--- src/rtl/cpu_control_unit.sv ---
// Instruction sequencer for the 8-bit CPU: fetches 2-byte instructions over a
// req/ready handshake, decodes them and strobes the register file and PC.
module cpu_control_unit #(
   parameter int unsigned TIMEOUT = 15
) (
   input  logic        clock,
   input  logic        reset,
   input  logic        run,
   input  logic [7:0]  pc_value,
   output logic        mem_req,
   output logic [7:0]  mem_addr,
   input  logic        mem_ready,
   input  logic [7:0]  mem_rdata,
   output logic        pc_enable,
   output logic        pc_jump,
   output logic        pc_jz,
   output logic [7:0]  pc_jump_address,
   output logic [1:0]  alu_op,
   output logic [3:0]  reg_sel,
   output logic [7:0]  imm,
   output logic        reg_write,
   output logic        halted,
   output logic        fault,
   output logic        illegal,
   output logic [15:0] retired_count
);

   localparam int unsigned WAIT_W = 8;
   localparam logic [WAIT_W-1:0] WAIT_LAST = WAIT_W'(TIMEOUT - 1);

   localparam logic [3:0] OP_NOP  = 4'h0;
   localparam logic [3:0] OP_LDI  = 4'h1;
   localparam logic [3:0] OP_ADD  = 4'h2;
   localparam logic [3:0] OP_SUB  = 4'h3;
   localparam logic [3:0] OP_JMP  = 4'h4;
   localparam logic [3:0] OP_JZ   = 4'h5;
   localparam logic [3:0] OP_HALT = 4'hF;

   typedef enum logic [2:0] {
      S_IDLE, S_FETCH0, S_FETCH1, S_EXECUTE, S_ADVANCE, S_HALTED, S_FAULT
   } state_t;

   state_t            state_q, state_d;
   logic [7:0]        opcode_q, opcode_d;
   logic [7:0]        operand_q, operand_d;
   logic [WAIT_W-1:0] wait_q, wait_d;
   logic [15:0]       retired_q, retired_d;

   logic       mem_req_q, mem_req_d;
   logic       pc_enable_q, pc_enable_d;
   logic       pc_jump_q, pc_jump_d;
   logic       pc_jz_q, pc_jz_d;
   logic [7:0] pc_jump_address_q, pc_jump_address_d;
   logic [1:0] alu_op_q, alu_op_d;
   logic [3:0] reg_sel_q, reg_sel_d;
   logic [7:0] imm_q, imm_d;
   logic       reg_write_q, reg_write_d;
   logic       halted_q, halted_d;
   logic       fault_q, fault_d;
   logic       illegal_q, illegal_d;
   logic [3:0] op_d;

   // Sequencing, byte latches, fetch timeout and retire counter
   always_comb begin
      state_d   = state_q;
      opcode_d  = opcode_q;
      operand_d = operand_q;
      wait_d    = wait_q;
      retired_d = retired_q;
      unique case (state_q)
         S_IDLE: begin
            if (run) begin
               state_d = S_FETCH0;
               wait_d  = '0;
            end
         end
         S_FETCH0, S_FETCH1: begin
            if (mem_ready) begin
               wait_d = '0;
               if (state_q == S_FETCH0) begin
                  opcode_d = mem_rdata;
                  state_d  = S_FETCH1;
               end else begin
                  operand_d = mem_rdata;
                  state_d   = S_EXECUTE;
               end
            end else if (wait_q == WAIT_LAST) begin
               state_d = S_FAULT;
            end else begin
               wait_d = wait_q + WAIT_W'(1);
            end
         end
         S_EXECUTE: state_d = (opcode_q[7:4] == OP_HALT) ? S_HALTED : S_ADVANCE;
         S_ADVANCE: begin
            retired_d = retired_q + 16'd1;
            wait_d    = '0;
            state_d   = run ? S_FETCH0 : S_IDLE;
         end
         S_HALTED: state_d = S_HALTED;
         S_FAULT:  state_d = S_FAULT;
         default:  state_d = S_IDLE;
      endcase
   end

   // Outputs are decoded from the next state so they register in step with it
   always_comb begin
      mem_req_d         = 1'b0;
      pc_enable_d       = 1'b0;
      pc_jump_d         = 1'b0;
      pc_jz_d           = 1'b0;
      pc_jump_address_d = '0;
      alu_op_d          = 2'b00;
      reg_sel_d         = '0;
      imm_d             = '0;
      reg_write_d       = 1'b0;
      halted_d          = 1'b0;
      fault_d           = 1'b0;
      illegal_d         = 1'b0;
      op_d              = opcode_d[7:4];
      unique case (state_d)
         S_FETCH0, S_FETCH1: mem_req_d = 1'b1;
         S_EXECUTE: begin
            reg_sel_d = opcode_d[3:0];
            imm_d     = operand_d;
            unique case (op_d)
               OP_LDI: reg_write_d = 1'b1;
               OP_ADD: begin
                  reg_write_d = 1'b1;
                  alu_op_d    = 2'b01;
               end
               OP_SUB: begin
                  reg_write_d = 1'b1;
                  alu_op_d    = 2'b10;
               end
               OP_NOP, OP_JMP, OP_JZ, OP_HALT: ;
               default: illegal_d = 1'b1;
            endcase
         end
         S_ADVANCE: begin
            pc_enable_d = 1'b1;
            pc_jump_d   = (op_d == OP_JMP);
            pc_jz_d     = (op_d == OP_JZ);
            if ((op_d == OP_JMP) || (op_d == OP_JZ)) begin
               pc_jump_address_d = {operand_d[7:1], 1'b0};
            end
         end
         S_HALTED: halted_d = 1'b1;
         S_FAULT:  fault_d  = 1'b1;
         default: ;
      endcase
   end

   always_ff @(posedge clock or posedge reset) begin
      if (reset) begin
         state_q           <= S_IDLE;
         opcode_q          <= '0;
         operand_q         <= '0;
         wait_q            <= '0;
         retired_q         <= '0;
         mem_req_q         <= 1'b0;
         pc_enable_q       <= 1'b0;
         pc_jump_q         <= 1'b0;
         pc_jz_q           <= 1'b0;
         pc_jump_address_q <= '0;
         alu_op_q          <= 2'b00;
         reg_sel_q         <= '0;
         imm_q             <= '0;
         reg_write_q       <= 1'b0;
         halted_q          <= 1'b0;
         fault_q           <= 1'b0;
         illegal_q         <= 1'b0;
      end else begin
         state_q           <= state_d;
         opcode_q          <= opcode_d;
         operand_q         <= operand_d;
         wait_q            <= wait_d;
         retired_q         <= retired_d;
         mem_req_q         <= mem_req_d;
         pc_enable_q       <= pc_enable_d;
         pc_jump_q         <= pc_jump_d;
         pc_jz_q           <= pc_jz_d;
         pc_jump_address_q <= pc_jump_address_d;
         alu_op_q          <= alu_op_d;
         reg_sel_q         <= reg_sel_d;
         imm_q             <= imm_d;
         reg_write_q       <= reg_write_d;
         halted_q          <= halted_d;
         fault_q           <= fault_d;
         illegal_q         <= illegal_d;
      end
   end

   // Address follows the live PC so a fetch right after a jump sees the new target
   always_comb begin
      mem_addr = '0;
      if (state_q == S_FETCH0) begin
         mem_addr = pc_value;
      end else if (state_q == S_FETCH1) begin
         mem_addr = pc_value + 8'd1;
      end
   end

   assign mem_req         = mem_req_q;
   assign pc_enable       = pc_enable_q;
   assign pc_jump         = pc_jump_q;
   assign pc_jz           = pc_jz_q;
   assign pc_jump_address = pc_jump_address_q;
   assign alu_op          = alu_op_q;
   assign reg_sel         = reg_sel_q;
   assign imm             = imm_q;
   assign reg_write       = reg_write_q;
   assign halted          = halted_q;
   assign fault           = fault_q;
   assign illegal         = illegal_q;
   assign retired_count   = retired_q;

endmodule

--- config.mk ---
export PLATFORM = sky130hd
export DESIGN_NAME = cpu_control_unit
export DESIGN_NICKNAME = d
export VERILOG_FILES = /design/src/rtl/cpu_control_unit.sv
export SDC_FILE = /design/constraint.sdc
export NUM_CORES = 1
export LEC_CHECK = 0
export ABC_AREA = 1
export BUFFER_PORTS_ARGS = -buffer_cell sky130_fd_sc_hd__buf_2
export CORE_ASPECT_RATIO = 1.25
export CORE_UTILIZATION = 45
export CTS_CLUSTER_DIAMETER = 200
export DETAILED_ROUTE_END_ITERATION = 8
export GPL_TIMING_DRIVEN = 0
export PLACE_DENSITY = 0.68
export SLEW_MARGIN = 20
export SYNTH_ARGS = -nofsm -noshare
export SYNTH_HDL_FRONTEND = slang
export SYNTH_SLANG_ARGS = --single-unit
export TNS_END_PERCENT = 50
--- constraint.sdc ---
create_clock -name clock -period 2.51 [get_ports clock]
set_clock_uncertainty 0.2 [all_clocks]
set_input_delay 0.1255 -clock clock [delete_from_list [all_inputs] [get_ports clock]]
set_output_delay 0.1255 -clock clock [all_outputs]
set_load 0.005 [all_outputs]
==> metrics.txt <==
# TYPE chip_impl_metric gauge
chip_impl_metric{name="buffer_ports.inserted",unit=""} 72
chip_impl_info{name="yosys.cell_count.top_type",value="sky130_fd_sc_hd__nand2_1"} 1
chip_impl_metric{name="synth_edf_count",unit=""} 0
chip_impl_metric{name="multi_input_area",unit="um^2"} 1320
chip_impl_metric{name="cts-hold-fix-buffers",unit=""} 10
chip_impl_metric{name="area_growth_syn_to_layout",unit="%"} 24.8
chip_impl_metric{name="worst-r2r-setup-slack",unit="ps"} 620
chip_impl_info{name="worst_setup_path_start_kind",value="flip-flop"} 1
chip_impl_metric{name="final-max-slew-violation-count",unit=""} 0
chip_impl_metric{name="initial_core_util",unit="%"} 47.2
chip_impl_metric{name="final-seq-area",unit="um^2"} 1780
chip_impl_metric{name="floorplan.rows",unit=""} 34
chip_impl_metric{name="clk-insertion-delay-late",unit="ps"} 340
chip_impl_metric{name="detail-route-antenna-nets",unit=""} 0
chip_impl_metric{name="num_io_pins",unit=""} 74
chip_impl_info{name="reg2reg_to",value="wait_q[1]$_DFFE_PP0P_"} 1
chip_impl_metric{name="die_area",unit="um^2"} 7760
chip_impl_metric{name="grt_overflow",unit=""} 0
chip_impl_metric{name="tritoncts.num_buffers",unit=""} 9
chip_impl_metric{name="layout.cell_area.non_filler",unit="um^2"} 4160
chip_impl_info{name="critical_path_class",value="flip-flop to output pin"} 1
chip_impl_metric{name="max_cap_violations",unit=""} 0
chip_impl_metric{name="cts_htree_levels",unit=""} 3
chip_impl_metric{name="post_synth_inst_count",unit=""} 381
chip_impl_metric{name="synth_seq_cells",unit=""} 71
chip_impl_metric{name="dpl_cell_area",unit="um^2"} 3830
chip_impl_metric{name="avgRoutedWirePerCell",unit="um"} 12.1
chip_impl_metric{name="clock_sinks",unit=""} 71
chip_impl_metric{name="cts_repair_resize_count",unit=""} 0
chip_impl_info{name="cts_tree",value="yes"} 1
chip_impl_metric{name="num-fill-cells",unit=""} 653
chip_impl_metric{name="clk_transition_reported_paths",unit="ps"} 70
chip_impl_metric{name="ratio_of_cells_with_drive_above_1_in_the_final_layout",unit="%"} 28.1
chip_impl_metric{name="routed_wl",unit="mm"} 6.89
chip_impl_metric{name="hold_viol",unit=""} 0
chip_impl_metric{name="max_freq",unit="GHz"} 0.524
chip_impl_metric{name="async_reset_ff_share",unit="%"} 100
chip_impl_metric{name="fin_nets",unit=""} 499
chip_impl_metric{name="antenna_found_initial",unit=""} 0
chip_impl_metric{name="drt_first_iter_violations",unit=""} 144
chip_impl_metric{name="timing.final.crit_share",unit="%"} 76.0
chip_impl_metric{name="synth_warnings",unit=""} 0
chip_impl_metric{name="antennaDiodeCount",unit=""} 0
chip_impl_info{name="yosysTopAreaCell",value="sky130_fd_sc_hd__dfrtp_1"} 1
chip_impl_info{name="hold_path_end",value="wait_q[4]$_DFFE_PP0P_"} 1
chip_impl_info{name="netlist_top_cells_count",value="sky130_fd_sc_hd__nand2_1, sky130_fd_sc_hd__dfrtp_1, sky130_fd_sc_hd__nor2_1"} 1
chip_impl_metric{name="drt_first_pass_iters",unit=""} 4
chip_impl_metric{name="final_util",unit="%"} 58.9
chip_impl_info{name="regToRegStartpoint",value="wait_q[0]$_DFFE_PP0P_"} 1
chip_impl_metric{name="critical_path_arrival",unit="ps"} 1580
chip_impl_metric{name="post-route-drc-count",unit=""} 0
chip_impl_metric{name="final_cells",unit=""} 570
chip_impl_metric{name="grt.total_usage",unit="%"} 19.1
chip_impl_info{name="cts_root_buf",value="sky130_fd_sc_hd__clkbuf_8"} 1
chip_impl_info{name="start_point_of_the_worst_min_delay_path",value="run"} 1
chip_impl_info{name="worst_hold_path_type",value="input port to flip-flop"} 1
chip_impl_metric{name="floorplan.die.width",unit="um"} 79.0
chip_impl_metric{name="maximum_number_of_pins_on_one_net_before_global_route_repair",unit=""} 43
chip_impl_info{name="rsz0062_at_grt",value="false"} 1
chip_impl_metric{name="min_path_cells",unit=""} 6
chip_impl_info{name="outcome",value="finished, final reports clean"} 1
chip_impl_metric{name="first_global_vias",unit=""} 2502
chip_impl_metric{name="placed_cells",unit=""} 544
chip_impl_metric{name="place_congestion",unit=""} 0.822
chip_impl_metric{name="core",unit="um^2"} 7060
chip_impl_metric{name="die_h",unit="um"} 98.3
chip_impl_metric{name="num_vias",unit=""} 2718
chip_impl_metric{name="power.static_leakage",unit="nW"} 2.27
chip_impl_metric{name="setup_viol",unit=""} 0
chip_impl_metric{name="grt_pass1_wl",unit="mm"} 11.4
chip_impl_metric{name="syn_area",unit="um^2"} 3340
chip_impl_metric{name="viasPerCell",unit=""} 4.77
chip_impl_metric{name="critical_path_required",unit="ps"} 2180
chip_impl_metric{name="post-synth-top-area-fraction",unit="%"} 53.3
chip_impl_info{name="setup.worst_path.end_class",value="output pin"} 1
chip_impl_metric{name="syn_nets",unit=""} 405
chip_impl_metric{name="syn_avg_cell_area",unit="um^2"} 8.76
chip_impl_metric{name="post-route-min-period",unit="ps"} 1910
chip_impl_metric{name="post_cts.repair.setup_buffers",unit=""} 0
chip_impl_metric{name="cp_max_fo",unit=""} 9
chip_impl_metric{name="synth_cell_type_count",unit=""} 33
chip_impl_metric{name="max_vdd_drop",unit="mV"} 0.475
chip_impl_metric{name="synth-seq-area-share",unit="%"} 53.3
chip_impl_metric{name="hpwlAfterDp",unit="mm"} 4.85
chip_impl_info{name="synth.top_cells.by_area",value="sky130_fd_sc_hd__dfrtp_1, sky130_fd_sc_hd__nand2_1, sky130_fd_sc_hd__nor2_1"} 1
chip_impl_metric{name="reg2reg_depth",unit=""} 11
chip_impl_metric{name="hold_slack",unit="ps"} 10.1
chip_impl_info{name="yosys_most_used_dff",value="sky130_fd_sc_hd__dfrtp_1"} 1
chip_impl_metric{name="power_density",unit="nW/um^2"} 942
chip_impl_metric{name="cts_max_path_buffers",unit=""} 2
==> cell families (layout without fill, tap and decap cells) <==
group	after synthesis	count (layout)	share of synthesized area [%]
flip-flops	71	71	53.3
XOR/XNOR	16	16	4.20
adder cells (fa/ha/maj)	4	4	1.50
AND/OR/NAND/NOR	192	192	26.1
multiplexers	1	1	0.338
buffers and inverters	57	156	7.05
AO/OA/AOI/OAI	39	39	7.46
other	1	1	0.112
==> sequential cells by signal, indices dropped and copies added (netlist names) <==
name and cells:
alu_op 2, fault 1, halted 1, illegal 1
imm 8, mem_req 1, opcode_q 8, operand_q 7
pc_enable 1, pc_jump 1, pc_jump_address 7, pc_jz 1
reg_sel 4, reg_write 1, retired_count 16, state_q 3
wait_q 8
==> layout by cell type (no fill, tap or decap), types with 4 or more instances in the layout <==
cell type and count:
sky130_fd_sc_hd__nand3_1 25, sky130_fd_sc_hd__xnor2_1 7, sky130_fd_sc_hd__nand2_2 4, sky130_fd_sc_hd__nor3_1 5, sky130_fd_sc_hd__nor2_1 51, sky130_fd_sc_hd__dlygate4sd3_1 10, sky130_fd_sc_hd__buf_2 78, sky130_fd_sc_hd__inv_1 40
sky130_fd_sc_hd__nand4_1 9, sky130_fd_sc_hd__a21oi_1 6, sky130_fd_sc_hd__a211oi_1 4, sky130_fd_sc_hd__ha_1 4, sky130_fd_sc_hd__nor2_2 4, sky130_fd_sc_hd__nand2_1 81, sky130_fd_sc_hd__o21ai_1 7, sky130_fd_sc_hd__inv_2 7
sky130_fd_sc_hd__dfrtp_1 71, sky130_fd_sc_hd__o21ai_2 9, sky130_fd_sc_hd__xor2_1 9, sky130_fd_sc_hd__or2_2 5, sky130_fd_sc_hd__clkbuf_8 11, sky130_fd_sc_hd__o21ai_0 9
==> area by class of cell <==
cell class	instances	share of cell area [%]
Buffer	8	1.17
Clock buffer	11	3.64
Clock inverter	5	1.92
Inverter	49	4.54
Multi-Input combinational cell	253	31.8
Sequential cell	71	42.7
Tap cell	90	2.71
Timing Repair Buffer	83	11.5
==> per-stage QoR <==
stage / TNS, ps / worst slack, ps / total power, mW
global route: 0 / 349 / 4.20
floorplan: 0 / 388 / 2.49
global placement: -31290 / -445 / 2.85
detailed placement: 0 / 618 / 2.89
CTS: 0 / 572 / 3.95
finish: 0 / 603 / 3.92
==> worst max-delay path by stage <==
stage | startpoint | to | slack, ps | depth (start not counted)
after floorplan | reset | alu_op[0]$_DFF_PP0_ | 390 | 1
after global placement | reset | wait_q[0]$_DFFE_PP0P_ | -440 | 2
after detailed placement | wait_q[0]$_DFFE_PP0P_ | wait_q[1]$_DFFE_PP0P_ | 620 | 11
after CTS | state_q[0]$_DFF_PP0_ | mem_addr[7] | 570 | 7
after global routing | wait_q[0]$_DFFE_PP0P_ | wait_q[0]$_DFFE_PP0P_ | 350 | 11
final | state_q[0]$_DFF_PP0_ | mem_addr[7] | 600 | 7
==> report_power, final <==
part	internal, mW	switching [mW]
combinational	0.501	0.893
clock	0.612	0.428
sequential	1.37	0.118
==> critical path: stages, from the launching register on <==
cell and delay [ps]:
sky130_fd_sc_hd__dfrtp_1 350, sky130_fd_sc_hd__buf_2 190, sky130_fd_sc_hd__nor2_4 170, sky130_fd_sc_hd__nand2_4 110, sky130_fd_sc_hd__inv_4 100, sky130_fd_sc_hd__nand2_1 60, sky130_fd_sc_hd__o21ai_0 140, sky130_fd_sc_hd__buf_2 130
==> metal layers <==
metal  wire (um)  global-route usage [%]
met3         305                    4.49
met5           0                       0
met2        3380                    31.6
met1        3070                    23.8
met4         129                    8.11
(Power assumes the default switching activity.)
